`src/rtl/alu_pkg.sv`:
```
// Shared types for the ALU sweep stage: widths, sequencer states and FIFO entry layout.
package alu_pkg;
    localparam int unsigned OP_W   = 5;
    localparam int unsigned DATA_W = 32;

    typedef enum logic [1:0] {
        IDLE,
        DRIVE,
        CAPTURE,
        DONE
    } state_t;

    typedef struct packed {
        logic [OP_W-1:0]   op;
        logic [DATA_W-1:0] data;
    } res_t;
endpackage

```
`src/rtl/sync_fifo.sv`:
```
// First-word-fall-through synchronous FIFO; pointers carry one extra wrap bit for full/empty.
module sync_fifo #(
    parameter int unsigned WIDTH = 37,
    parameter int unsigned DEPTH = 4
) (
    input  logic             clk,
    input  logic             rst_n,
    input  logic             push,
    input  logic [WIDTH-1:0] din,
    output logic             full,
    input  logic             pop,
    output logic [WIDTH-1:0] dout,
    output logic             empty
);
    localparam int unsigned AW = $clog2(DEPTH);
    localparam logic [AW:0] PTR_ONE = (AW+1)'(1);

    logic [WIDTH-1:0] mem [DEPTH];
    logic [AW:0]      wptr;
    logic [AW:0]      rptr;
    logic             do_push;
    logic             do_pop;

    assign empty   = (wptr == rptr);
    assign full    = (wptr[AW] != rptr[AW]) && (wptr[AW-1:0] == rptr[AW-1:0]);
    assign do_push = push && !full;
    assign do_pop  = pop && !empty;
    assign dout    = mem[rptr[AW-1:0]];

    always_ff @(posedge clk or negedge rst_n) begin
        if (!rst_n) begin
            wptr <= '0;
            rptr <= '0;
        end else begin
            if (do_push) wptr <= wptr + PTR_ONE;
            if (do_pop)  rptr <= rptr + PTR_ONE;
        end
    end

    // Storage needs no reset: empty pointers hide stale contents.
    always_ff @(posedge clk) begin
        if (do_push) mem[wptr[AW-1:0]] <= din;
    end
endmodule

```
`src/rtl/alu_sweep.sv`:
```
// Sequencer that steps an external ALU through an op range, holding inputs SETTLE cycles
// per op and queueing each tagged result for a valid/ready consumer.
module alu_sweep
    import alu_pkg::*;
#(
    parameter int unsigned SETTLE = 1,
    parameter int unsigned DEPTH  = 4
) (
    input  logic              clk,
    input  logic              rst_n,
    input  logic              start,
    input  logic [DATA_W-1:0] cmd_a,
    input  logic [DATA_W-1:0] cmd_b,
    input  logic [OP_W-1:0]   op_first,
    input  logic [OP_W-1:0]   op_last,
    output logic [DATA_W-1:0] alu_a,
    output logic [DATA_W-1:0] alu_b,
    output logic [OP_W-1:0]   alu_op,
    input  logic [DATA_W-1:0] alu_out,
    output logic              res_valid,
    input  logic              res_ready,
    output logic [DATA_W-1:0] res_data,
    output logic [OP_W-1:0]   res_op,
    output logic              busy,
    output logic              done,
    output logic [5:0]        count
);
    localparam logic [3:0] SETTLE_LD = 4'(SETTLE - 1);

    state_t          state;
    state_t          state_nx;
    logic [OP_W-1:0] op_end;
    logic [3:0]      settle_cnt;
    logic            fifo_full;
    logic            fifo_empty;
    logic            push;
    res_t            head;
    res_t            entry;

    assign push  = (state == CAPTURE) && !fifo_full;
    assign entry = '{op: alu_op, data: alu_out};

    always_ff @(posedge clk or negedge rst_n) begin
        if (!rst_n) state <= IDLE;
        else        state <= state_nx;
    end

    always_comb begin
        state_nx = state;
        case (state)
            IDLE:    if (start) state_nx = (op_first > op_last) ? DONE : DRIVE;
            DRIVE:   if (settle_cnt == 4'd0) state_nx = CAPTURE;
            CAPTURE: if (!fifo_full) state_nx = (alu_op == op_end) ? DONE : DRIVE;
            DONE:    state_nx = IDLE;
            default: state_nx = IDLE;
        endcase
    end

    always_ff @(posedge clk or negedge rst_n) begin
        if (!rst_n) begin
            alu_a      <= '0;
            alu_b      <= '0;
            alu_op     <= '0;
            op_end     <= '0;
            count      <= '0;
            settle_cnt <= '0;
        end else begin
            case (state)
                IDLE: begin
                    if (start) begin
                        alu_a      <= cmd_a;
                        alu_b      <= cmd_b;
                        alu_op     <= op_first;
                        op_end     <= op_last;
                        count      <= '0;
                        settle_cnt <= SETTLE_LD;
                    end
                end
                DRIVE: begin
                    if (settle_cnt != 4'd0) settle_cnt <= settle_cnt - 4'd1;
                end
                CAPTURE: begin
                    // Equality end test keeps op 31 from wrapping to 0.
                    if (!fifo_full) begin
                        count <= count + 6'd1;
                        if (alu_op != op_end) begin
                            alu_op     <= alu_op + 5'd1;
                            settle_cnt <= SETTLE_LD;
                        end
                    end
                end
                default: ;
            endcase
        end
    end

    sync_fifo #(
        .WIDTH ($bits(res_t)),
        .DEPTH (DEPTH)
    ) u_fifo (
        .clk   (clk),
        .rst_n (rst_n),
        .push  (push),
        .din   (entry),
        .full  (fifo_full),
        .pop   (res_valid && res_ready),
        .dout  (head),
        .empty (fifo_empty)
    );

    assign res_valid = !fifo_empty;
    assign res_data  = res_valid ? head.data : '0;
    assign res_op    = res_valid ? head.op   : '0;
    assign busy      = (state != IDLE);
    assign done      = (state == DONE);
endmodule

```
`config.mk`:
```
export PLATFORM = sky130hd
export DESIGN_NAME = alu_sweep
export DESIGN_NICKNAME = d
export VERILOG_FILES = /design/src/rtl/alu_pkg.sv /design/src/rtl/sync_fifo.sv /design/src/rtl/alu_sweep.sv
export SDC_FILE = /design/constraint.sdc
export NUM_CORES = 1
export LEC_CHECK = 0
export BUFFER_PORTS_ARGS = -buffer_cell sky130_fd_sc_hd__buf_2
export CAP_MARGIN = 10
export CORE_MARGIN = 4
export CORE_UTILIZATION = 47
export CTS_BUF_LIST = sky130_fd_sc_hd__clkbuf_8
export DETAILED_ROUTE_END_ITERATION = 10
export HOLD_SLACK_MARGIN = 0.02
export MAX_ROUTING_LAYER = met4
export PLACE_DENSITY_LB_ADDON = 0.25
export SYNTH_ARGS = -nofsm -noshare
export SYNTH_HDL_FRONTEND = slang
export SYNTH_HIERARCHICAL = 1
export SYNTH_SLANG_ARGS = --single-unit
```
`constraint.sdc`:
```
create_clock -name clk -period 5.99 [get_ports clk]
set_input_delay 0.599 -clock clk [delete_from_list [all_inputs] [get_ports clk]]
set_output_delay 0.599 -clock clk [all_outputs]
set_load 0.01 [all_outputs]
```
# == After elaboration in Yosys (flattened, before gate mapping) ==
# Memory sizes are Yosys's and may differ from the RTL's.
# Cells that the tools add are included.
# totals
in_bits,110
output_inout_bits,115
ram_bits,148
reg_bits,92
mem_count,1
# memory_table
memory,depth,word_bits,read_ports,rd_ports_with_merged_regs,wr,line_no,text
u_fifo.mem,4,37,1,0,1,sync_fifo.sv:18,logic [WIDTH-1:0] mem [DEPTH];
# op_classes
n_reduce_logical,18
add_sub_neg,5
eq_ne,13
muxes,22
n_lt_le_gt_ge,1
# ops
cell,count
$mux 32,1
$mux 5,4
$mux 4,4
$mux 6,2
$pmux 4 s3,1
$pmux 6 s2,1
$mux 2,5
$pmux 5 s2,1
$ne 2x2->1 const B,4
$pmux 2 s4,1
$add 3x1->3 const B,2
$add 6x1->6 const B,1
$reduce_and 3->1,2
$add 5x1->5 const B,1
$eq 5x5->1,1
$gt 5x5->1,1
$logic_and 1x1->1,5
$ne 5x5->1,1
$reduce_and 5->1,1
$eq 2x2->1 const B,2
$logic_not 4->1,1
$reduce_and 4->1,1
$reduce_bool 2->1,2
$reduce_bool 4->1,1
11 further kinds,13

# == Logic depth before layout (Yosys ltp) ==
# Gate-level depths: netlist of run 1.
# logic_depth
depth_word,7
ltp_mapped,10
mapped_depth_nobuf,8

# == Cells and area by module ==
# The synthesis of run 1 kept the hierarchy.
# by_module_without_submodules
mod,area_per_inst_um2,cells_per_inst,instances
sync_fifo,5836.8,243,1
alu_sweep,3902.5,314,1

# == Least setup slack after synthesis of run 1 ==
# No wires, ideal clock.
# synth_path
kind,register -> register
startpoint,register u_fifo.wptr[0]
endpoint,"memory u_fifo.mem[3][0], enable pin"
stages_incl_launch_ff,7
arrival_time_ps,2604
setup_ps,413
synth_period_minus_slack_ps,3017
path_slack_ps,2973
n_path_buf,0
path_cell_list,dfrtp_1 xnor2_1 nand3_1 inv_1 nor2_1 nand2_1 a31oi_2
# synth_between
elab_chain_cells,7
# synth_lines
item,line_no,text
"start, declared",sync_fifo.sv:19,logic [AW:0] wptr;
"start signal, assigned",sync_fifo.sv:35,if (do_push) wptr <= wptr + PTR_ONE;
$eq 2x2->1,sync_fifo.sv:25,assign full = (wptr[AW] != rptr[AW]) && (wptr[AW-1:0] == rptr[AW-1:0]);
$logic_and 1x1->1,sync_fifo.sv:25,
net fifo_full,alu_sweep.sv:34,logic fifo_full;
$logic_not 1->1,alu_sweep.sv:40,assign push = (state == CAPTURE) && !fifo_full;
$logic_and 1x1->1,alu_sweep.sv:40,
net push,alu_sweep.sv:36,logic push;
$logic_and 1x1->1,sync_fifo.sv:26,assign do_push = push && !full;
$mux 1,sync_fifo.sv:42,if (do_push) mem[wptr[AW-1:0]] <= din;
$mux 1 (implied by the code),sync_fifo.sv:42,
"end, declared",sync_fifo.sv:18,
# The timed path passes the listed nets, and every way through them passes these cells.

# == Worst setup path in the final report of run 1 ==
# layout_path
startpoint,register u_fifo.rptr[1]
endpoint,"memory u_fifo.mem[3][22], enable pin"
# layout_between
elab_chain_cells,7
# layout_lines
item,line_no,text
"start, declared",sync_fifo.sv:20,logic [AW:0] rptr;
"start signal, assigned",sync_fifo.sv:36,if (do_pop) rptr <= rptr + PTR_ONE;
$eq 2x2->1,sync_fifo.sv:25,
$logic_and 1x1->1,sync_fifo.sv:25,
net fifo_full,alu_sweep.sv:34,
$logic_not 1->1,alu_sweep.sv:40,
$logic_and 1x1->1,alu_sweep.sv:40,
net push,alu_sweep.sv:36,
$logic_and 1x1->1,sync_fifo.sv:26,
$mux 1,sync_fifo.sv:42,
$mux 1 (implied by the code),sync_fifo.sv:42,
# The timed path passes the listed nets, and every way through them passes these cells.

==> impl_metrics.env, run 1 <==
export IMPL_status="finished, final reports clean"
export IMPL_die_area_sq_um=23100
export IMPL_synth_top_area_share_pct=45.6
export IMPL_path_max_fanout=43
export IMPL_yosys_warnings=6
export IMPL_cts_setup_buffers=0
export IMPL_grt_first_pass_wirelength_mm=32.9
export IMPL_htree_levels=2
export IMPL_gp_congestion=0.798
export IMPL_p_leak_uw=0.00483
export IMPL_post_route_min_period_ps=3900
export IMPL_start_util_pct=48.0
export IMPL_synth_edff_count=148
export IMPL_ys_async_sr_fraction_pct=38.3
export IMPL_grt_pass1_vias=6354
export IMPL_swShare_pct=34.0
export IMPL_final_max_slew_viol_count=0
export IMPL_clock_path_buffers=3
export IMPL_numCtsBuffers=40
export IMPL_p_int_uw=4040
export IMPL_ant_nets=0
export IMPL_synthMostInstantiatedCell="edfxtp_1"
export IMPL_path_cells="xnor2_1, nand3_1, inv_1, nor2_1, nand2_1, a31oi_4, buf_4"
export IMPL_synthTopCellsByArea="edfxtp_1, dfrtp_1, mux4_2"
export IMPL_syn_instance_count=557
export IMPL_drt_iter0_markers=258
export IMPL_arrival_ps=4110
export IMPL_dieHeight_um=152
export IMPL_yosys_area_top_type="edfxtp_1"
export IMPL_pin_count=225
export IMPL_clock_latency_ps=530
export IMPL_synth_ff_type="edfxtp_1"
export IMPL_portBuffers=224
export IMPL_maxCapViolCount=0
export IMPL_seq_power_share_pct=40.9
export IMPL_regArea_sq_um=6750
export IMPL_die_x_um=152
export IMPL_wl_per_cell_um=18.4
export IMPL_multi_input_comb_area_sq_um=2800
export IMPL_gr_total_overflow=0
export IMPL_rows=52
export IMPL_fin_crit_sh_pct=65.1
export IMPL_comb_power_share_pct=36.8
export IMPL_dp_final_hpwl_mm=13.6
export IMPL_num_vias=5693
export IMPL_synthesis_area_sq_um=9740
export IMPL_setup_viol_count_final=0
export IMPL_wl_mm=20.4
export IMPL_stdcell_area_sq_um=11900
export IMPL_tightest_slew_ps=1030
export IMPL_slew_headroom_pct=31.2
export IMPL_syn_to_final_growth_pct=22.2
export IMPL_rsz0062_at_grt="false"
export IMPL_critical_path_top_delay_family="flip-flops"
export IMPL_fp_coreArea_sq_um=20300
export IMPL_synthTopCellsByCount="edfxtp_1, dfrtp_1, mux2_2, nor2b_1, mux4_2"
export IMPL_grt_antenna_before_repair=2
export IMPL_max_stage_delay_ps=1050
export IMPL_dpl_instance_area_sq_um=11100
export IMPL_cts_tree="built"
export IMPL_required_ps=6200
export IMPL_drc=0
export IMPL_tns_ps=0
export IMPL_crit_path_start_kind="flip-flop"
export IMPL_first_pass_iters=4
export IMPL_syn_num_nets=680
export IMPL_ys_types=45
export IMPL_vias_per_cell=5.15
export IMPL_hold_violations=0
export IMPL_clkPwrFrac_pct=22.3
export IMPL_synth_avg_cell_area_sq_um=17.5
export IMPL_grt_max_degree=65
export IMPL_cts_root_buf="clkbuf_8"
export IMPL_clock_sinks=240
export IMPL_p_switching_uw=2080
export IMPL_crit_buf_inv=2
export IMPL_finish_utilization_pct=58.6
export IMPL_critPathSlowestCell="dfrtp_2"
export IMPL_finClkSkew_ps=21.7
export IMPL_clk_pin_slew_ps=60
export IMPL_layout_drive_gt1_share_pct=48.1
export IMPL_num_nets_final=927
export IMPL_hold_class="in -> reg"
export IMPL_end_kind="flip-flop"
export IMPL_ys_seq_area_share_pct=69.3
export IMPL_path_class="reg -> reg"
export IMPL_ys_ff_latch=240
export IMPL_grtUsageTotal_pct=18.2
export IMPL_nFillCells=1625
export IMPL_pwr_density_cell_nw_per_um2=514
export IMPL_max_freq_mhz=256
export IMPL_vdd_drop_max_uv=294
## power groups by stage
stage | clock network [uW] | registers (uW) | logic [uW]
2_1_floorplan | 0 | 2550 | 1430
3_3_place_gp | 0 | 2510 | 2230
3_5_place_dp | 0 | 2530 | 2300
4_1_cts | 1410 | 2510 | 2300
5_1_grt | 1500 | 2550 | 2470
6_report | 1360 | 2500 | 2250
## final timing paths
kind,startpoint,endpoint,slack (ps),depth (start not counted)
max,u_fifo/rptr[1],u_fifo/mem[3][22],2090,7
min,alu_out[14],u_fifo/mem[1][14],280,1
max reg2reg,u_fifo/rptr[1],u_fifo/mem[3][22],2090,7
min reg2reg,settle_cnt[1],settle_cnt[1],490,1
max in group asynchronous,rst_n,alu_b[26],4300,3
min in group asynchronous,rst_n,alu_b[8],550,2
## sequential cells by signal, indices dropped and copies added, names as in the netlist
signal       flops
u_fifo/wptr      3
alu_a           32
u_fifo/mem     148
settle_cnt       4
u_fifo/rptr      3
alu_op           5
op_end           5
state            2
alu_b           32
count            6
## cell families (layout without fill, tap and decap cells)
group | count (synthesis) | after routing | share of synthesized area [%]
DFF | 240 | 240 | 69.3
other | 0 | 2 | 0
buffers and inverters | 43 | 319 | 2.18
and+or+nand+nor | 95 | 95 | 5.54
AOI/OAI and AO/OA | 42 | 42 | 2.88
xor gates and xnor gates | 16 | 16 | 1.71
muxes | 108 | 108 | 16.8
adders and majority gates | 13 | 13 | 1.67
## through the flow
step	setup WS [ps]	cells	total power, uW	hold WS [ps]
floorplan	2970	557	3980	303
global placement	2290	1031	4740	473
detailed placement	2050	1031	4820	475
CTS	2000	1103	6220	246
global route	1790	1105	6530	252
finish	2090	1105	6120	284
## what timing repair did
action | in CTS | in global routing
hold buffers | 1 | 0
resized for setup | 0 | 0
endpoints found under the setup margin | 0 | 0
hold endpoints to repair | 31 | 0
## per-layer routing
layer	vias to the layer above	track usage [%]	share of wire, %
met1	2815	21.0	39
met3	36	7.17	9.3
met5	-	-	0
met4	0	5.22	2.0
li1	2605	-	-
met2	237	29.8	50
## layout by cell type, fill, tap and decap left out, types with 4 or more instances in the layout
cell type,instances
a21oi_1,14
buf_2,223
buf_4,6
clkbuf_8,50
clkinv_1,5
dfrtp_1,90
edfxtp_1,148
ha_1,13
inv_1,31
mux2_2,69
mux4_2,37
nand2_1,12
nand2b_1,6
nand3_1,7
nor2_1,12
nor2b_1,41
o21ai_0,4
o31ai_1,6
xnor2_1,6
xor2_1,8
## area by class of cell
cell class                      count  share of cell area [%]
Sequential cell                   240                    56.7
Multi-Input combinational cell    274                    23.5
Timing Repair Buffer              230                    9.84
Clock buffer                       50                    5.78
Tap cell                          270                    2.84
Clock inverter                     21                   0.736
Inverter                           18                   0.568
Antenna cell                        2                  0.0420
No activity file was read; power rests on OpenSTA's default activity.
==> inputs of run 2 (changes only) <==
--- a/config.mk
+++ b/config.mk
@@ -5,6 +5,7 @@
 export SDC_FILE = /design/constraint.sdc
 export NUM_CORES = 1
 export LEC_CHECK = 0
+export ABC_AREA = 1
 export BUFFER_PORTS_ARGS = -buffer_cell sky130_fd_sc_hd__buf_2
 export CAP_MARGIN = 10
 export CORE_MARGIN = 4
==> constraint.sdc (replaced) <==
create_clock -name clk -period 3.1 [get_ports clk]
set_input_delay 0.31 -clock clk [delete_from_list [all_inputs] [get_ports clk]]
set_output_delay 0.31 -clock clk [all_outputs]
set_load 0.01 [all_outputs]
==> run 2 against run 1 <==
Via count is 35% higher; global-route usage grew 2.1 points; die area grew 2.8%; combinational power up 120%.
==> impl_metrics.env, run 2 <==
export IMPL_status="finished, final reports clean"
export IMPL_layout_cells_non_filler=1600
export IMPL_place_ws_ps=666
export IMPL_ys_ff_latch=240
export IMPL_syn_instance_count=958
export IMPL_pin_count=225
export IMPL_arrival_ps=2530
export IMPL_drc=0
export IMPL_grt_pass1_vias=7883
export IMPL_die_area_sq_um=23700
export IMPL_synth_top_area_share_pct=44.3
export IMPL_clock_path_buffers=3
export IMPL_synthesis_area_sq_um=10000
export IMPL_layout_commonest_cell="nand2_1"
export IMPL_gr_total_overflow=0
export IMPL_path_class="reg -> out"
export IMPL_p_leak_uw=0.00615
export IMPL_ys_seq_area_share_pct=67.3
export IMPL_hold_class="in -> reg"
export IMPL_dpl_instance_area_sq_um=11400
export IMPL_max_freq_mhz=352
export IMPL_required_ps=2790
export IMPL_clk_pin_slew_ps=60
export IMPL_wl_mm=23.5
export IMPL_syn_to_final_growth_pct=31.2
export IMPL_layout_common_cells="nand2_1, buf_2, edfxtp_1"
export IMPL_finClkSkew_ps=15.4
export IMPL_start_util_pct=47.7
export IMPL_swShare_pct=39.5
export IMPL_yosys_area_top_type="edfxtp_1"
export IMPL_dieHeight_um=154
export IMPL_ys_types=30
export IMPL_htree_levels=2
export IMPL_synthMostInstantiatedCell="nand2_1"
export IMPL_syn_num_nets=1081
export IMPL_synth_edff_count=148
export IMPL_first_pass_iters=5
export IMPL_die_x_um=154
export IMPL_cts_root_buf="clkbuf_8"
export IMPL_numCtsBuffers=40
export IMPL_synthTopCellsByCount="nand2_1, edfxtp_1, nor2_1, dfrtp_1, o21ai_0"
export IMPL_num_antenna_cells=0
export IMPL_clkPwrFrac_pct=20.4
export IMPL_setup_viol_count_final=0
export IMPL_synth_ff_type="edfxtp_1"
export IMPL_pwr_density_cell_nw_per_um2=919
export IMPL_post_route_min_period_ps=2840
export IMPL_largest_reg_flops=148
export IMPL_rr_worst_depth=9
export IMPL_layout_drive_gt1_share_pct=23.8
export IMPL_r2r_start="u_fifo/rptr[0]"
export IMPL_regToRegEndpoint="u_fifo/mem[1][15]"
export IMPL_drt_iter0_markers=413
export IMPL_ant_nets=0
export IMPL_wl_per_cell_um=14.7
export IMPL_grt_first_pass_wirelength_mm=38.5
export IMPL_cts_setup_buffers=0
export IMPL_crit_path_start_kind="flip-flop"
export IMPL_vdd_drop_max_uv=605
export IMPL_ys_async_sr_fraction_pct=38.3
export IMPL_min_from="op_last[3]"
export IMPL_grtUsageTotal_pct=20.3
export IMPL_grt_max_degree=76
export IMPL_whs_endpoint="op_end[3]"
export IMPL_vias_per_cell=4.82
export IMPL_comb_power_share_pct=40.1
export IMPL_dp_cells=1429
export IMPL_cts_resized=0
export IMPL_rsz0062_at_grt="false"
export IMPL_rows=53
export IMPL_fp_coreArea_sq_um=21000
export IMPL_dp_final_hpwl_mm=13.9
export IMPL_reg2reg_slack_ps=700
export IMPL_p_switching_uw=4770
export IMPL_portBuffers=224
export IMPL_cts_tree="built"
export IMPL_synth_avg_cell_area_sq_um=10.5
export IMPL_seq_power_share_pct=39.5
export IMPL_cts_hold_buf=100
export IMPL_fin_crit_sh_pct=91.6
export IMPL_final_max_slew_viol_count=0
export IMPL_path_max_fanout=75
export IMPL_finish_utilization_pct=62.6
export IMPL_slew_headroom_pct=48.5
export IMPL_num_nets_final=1419
export IMPL_stdcell_area_sq_um=13200
export IMPL_tightest_slew_ps=772
export IMPL_p_int_uw=7310
export IMPL_holdWs_ps=88.3
export IMPL_nFillCells=1698
export IMPL_synthTopCellsByArea="edfxtp_1, dfrtp_1, nand2_1"
export IMPL_clock_sinks=240
export IMPL_yosys_warnings=6
export IMPL_gp_congestion=0.826
export IMPL_hold_depth=3
export IMPL_grt_antenna_before_repair=0
export IMPL_hold_violations=0
export IMPL_clock_latency_ps=530
export IMPL_maxCapViolCount=0
export IMPL_num_vias=7713
export IMPL_end_kind="output pin"
export IMPL_worst_slack_ps=260
[run 2: how the worst max path moves through the flow]
stage / from / end / cells past startpoint
floorplan: u_fifo/rptr[0] / u_fifo/mem[2][0] / 8
global placement: u_fifo/rptr[0] / u_fifo/mem[1][21] / 9
detailed placement: u_fifo/rptr[0] / u_fifo/mem[1][19] / 9
CTS: u_fifo/rptr[1] / res_data[10] / 8
global route: u_fifo/rptr[1] / res_data[10] / 8
finish: u_fifo/rptr[0] / res_op[2] / 7
[run 2: cell families (layout without fill, tap and decap cells)]
group	count (synthesis)	count (layout)	synth area share (%)
simple gates	438	438	17.8
flops	240	240	67.3
xor+xnor	6	6	0.599
fa+ha+maj	13	13	1.62
mux	1	1	0.0999
buf+inv	125	492	5.27
compound gates	135	135	7.29
[run 2: area by class of cell]
| cell class | instances | area (sq um) | share of cell area (%) |
|---|---|---|---|
| Multi-Input combinational cell | 593 | 2780 | 21.1 |
| Timing Repair Buffer | 338 | 2270 | 17.2 |
| Clock inverter | 29 | 129 | 0.980 |
| Sequential cell | 240 | 6750 | 51.3 |
| Clock buffer | 42 | 578 | 4.39 |
| Tap cell | 275 | 344 | 2.62 |
| Inverter | 83 | 312 | 2.37 |
[run 2: worst max-delay path, stage by stage, from the launching register on]
cell and delay (ps):
dfrtp_2 550, inv_2 100, buf_4 580, o21ai_0 160, o22ai_1 280, inv_1 70, nor2_1 80, buf_2 130
[run 2: through the flow]
stage               TNS (ps)  total power, uW
finish                     0            12100
floorplan              -9240             7830
global route               0            13100
global placement           0             9500
CTS                        0            12200
detailed placement         0             9590
[run 2: power groups by stage]
stage | registers, uW | logic [uW] | clock network, uW
global placement | 4800 | 4710 | 0
detailed placement | 4800 | 4800 | 0
floorplan | 4950 | 2890 | 0
CTS | 4770 | 4890 | 2560
finish | 4780 | 4840 | 2460
global route | 4880 | 5470 | 2720
[run 2: routing by layer]
layer  track usage [%]  up-vias  share of wire (%)
met5                 -        -                  0
met4              6.35        0                2.4
met3              4.53       44                6.8
met2              33.1      263                 48
met1              25.5     3580                 43
li1                  -     3826                  -
==> inputs of run 3 (changes only) <==
--- a/config.mk
+++ b/config.mk
@@ -11,6 +11,7 @@
 export CORE_MARGIN = 4
 export CORE_UTILIZATION = 47
 export CTS_BUF_LIST = sky130_fd_sc_hd__clkbuf_8
+export CTS_CLUSTER_SIZE = 8
 export DETAILED_ROUTE_END_ITERATION = 10
 export HOLD_SLACK_MARGIN = 0.02
 export MAX_ROUTING_LAYER = met4
==> constraint.sdc (replaced) <==
create_clock -name clk -period 2.7 [get_ports clk]
set_input_delay 0.27 -clock clk [delete_from_list [all_inputs] [get_ports clk]]
set_output_delay 0.27 -clock clk [all_outputs]
set_load 0.01 [all_outputs]
==> run 3 against run 2 <==
Worst hold slack lost 3.2 ps; combinational power is 18% higher; final area increased by 0.82%; critical path depth stayed put; largest cell class unchanged.
==> impl_metrics.env, run 3 (synthesis results as in run 2) <==
export IMPL_dp_cells=1435
export IMPL_cts_root_buf="clkbuf_8"
export IMPL_rsz0062_at_grt="false"
export IMPL_numCtsBuffers=40
export IMPL_fp_coreArea_sq_um=21000
export IMPL_crit_start="u_fifo/rptr[0]"
export IMPL_ant_nets=0
export IMPL_max_stage_delay_ps=430
export IMPL_slew_headroom_pct=50.7
export IMPL_fin_crit_sh_pct=90.4
export IMPL_r2r_start="u_fifo/wptr[0]"
export IMPL_grtUsageTotal_pct=20.7
export IMPL_syn_to_final_growth_pct=32.3
export IMPL_crit_path_end="res_op[0]"
export IMPL_clock_sinks=240
export IMPL_cts_setup_buffers=0
export IMPL_pin_count=225
export IMPL_grt_first_pass_wirelength_mm=39.3
export IMPL_crit_path_start_kind="flip-flop"
export IMPL_drt_iter0_markers=403
export IMPL_wl_mm=23.8
export IMPL_grt_antenna_before_repair=0
export IMPL_drc=0
export IMPL_start_util_pct=47.7
export IMPL_num_vias=7794
export IMPL_dp_final_hpwl_mm=14.7
export IMPL_clock_path_buffers=3
export IMPL_post_route_min_period_ps=2440
export IMPL_end_kind="output pin"
export IMPL_dieHeight_um=154
export IMPL_p_leak_uw=0.00620
export IMPL_wl_per_cell_um=14.8
export IMPL_rr_worst_depth=9
export IMPL_place_ws_ps=527
export IMPL_num_antenna_cells=0
export IMPL_maxCapViolCount=0
export IMPL_layout_cells_non_filler=1606
export IMPL_max_freq_mhz=410
export IMPL_path_max_fanout=75
export IMPL_path_class="reg -> out"
export IMPL_min_from="op_first[3]"
export IMPL_vias_per_cell=4.85
export IMPL_rows=53
export IMPL_hold_violations=0
export IMPL_setup_viol_count_final=0
export IMPL_clk_pin_slew_ps=60
export IMPL_gp_congestion=0.765
export IMPL_final_max_slew_viol_count=0
export IMPL_largest_reg_flops=148
export IMPL_finClkSkew_ps=19.8
export IMPL_layout_commonest_cell="nand2_1"
export IMPL_gr_total_overflow=0
export IMPL_p_int_uw=8560
export IMPL_layout_common_cells="nand2_1, buf_2, edfxtp_1"
export IMPL_swShare_pct=39.1
export IMPL_clock_latency_ps=530
export IMPL_pwr_density_cell_nw_per_um2=1060
export IMPL_clkPwrFrac_pct=20.7
export IMPL_arrival_ps=2170
export IMPL_reg2reg_slack_ps=530
export IMPL_grt_pass1_vias=8101
export IMPL_layout_drive_gt1_share_pct=24.3
export IMPL_die_area_sq_um=23700
export IMPL_regToRegEndpoint="u_fifo/mem[1][19]"
export IMPL_htree_levels=2
export IMPL_num_nets_final=1427
export IMPL_p_switching_uw=5500
export IMPL_die_x_um=154
export IMPL_portBuffers=224
export IMPL_cts_tree="built"
export IMPL_tightest_slew_ps=740
export IMPL_path_cells="inv_2, buf_6, o21ai_0, o22ai_1, inv_1, nor2_1, buf_2"
export IMPL_grt_max_degree=76
export IMPL_vdd_drop_max_uv=585
export IMPL_comb_power_share_pct=40.5
export IMPL_status="finished, final reports clean"
export IMPL_nFillCells=1682
export IMPL_critPathSlowestCell="dfrtp_2"
export IMPL_required_ps=2430
export IMPL_first_pass_iters=5
export IMPL_seq_power_share_pct=38.8
export IMPL_worst_slack_ps=258
export IMPL_hold_class="in -> reg"
run 3: cell type report:
class | count | area, sq um | share of cell area, %
clock buffer | 46 | 633 | 4.77
clock inverter | 23 | 96.3 | 0.727
inverter | 83 | 315 | 2.38
multi-input combinational | 593 | 2780 | 20.9
sequential | 240 | 6750 | 50.9
tap | 275 | 344 | 2.59
timing repair buffer | 346 | 2350 | 17.7
run 3: worst min path at each step:
stage	to	slack (ps)	depth (start not counted)
floorplan	alu_a[0]	-30	0
global placement	alu_a[30]	260	1
detailed placement	alu_b[1]	260	1
CTS	alu_op[4]	50	5
global route	alu_op[3]	90	5
finish	alu_op[3]	90	5
run 3: through the flow:
stage	area, sq um	util (%)	total power, uW	hold slack, ps	setup TNS (ps)
after floorplan	10000	-	8990	-25.6	-53640
after global placement	11500	54.7	11000	260	0
after detailed placement	11500	54.7	11100	263	0
after CTS	13300	63.0	14200	48.9	0
after global routing	13300	63.1	15200	88.2	0
final	13300	63.1	14100	85.1	0
run 3: timing repair:
action / in CTS / in global routing
hold buffers: 102 / 0
endpoints found under the hold margin: 230 / 0
setup endpoints to repair: 0 / 28
gates resized for setup: 0 / 2
run 3: metal layers:
layer / wire length [um] / global-route usage (%)
met1: 9900 / 26.0
met2: 11600 / 34.0
met3: 1630 / 4.33
met4: 635 / 6.56
met5: 0 / -
run 3: worst max-delay path, delay by kind of cell, from the launching register on:
family | cells | cell delay [ps]
buf+inv | 4 | 700
flops | 1 | 430
compound gates | 2 | 300
simple gates | 1 | 170
run 3: power by group through the flow:
stage / Combinational (uW) / Clock, uW / Sequential (uW)
after global routing: 6430 / 3170 / 5570
final: 5700 / 2910 / 5460
after CTS: 5750 / 3000 / 5450
after floorplan: 3310 / 0 / 5680
after detailed placement: 5630 / 0 / 5490
after global placement: 5510 / 0 / 5480
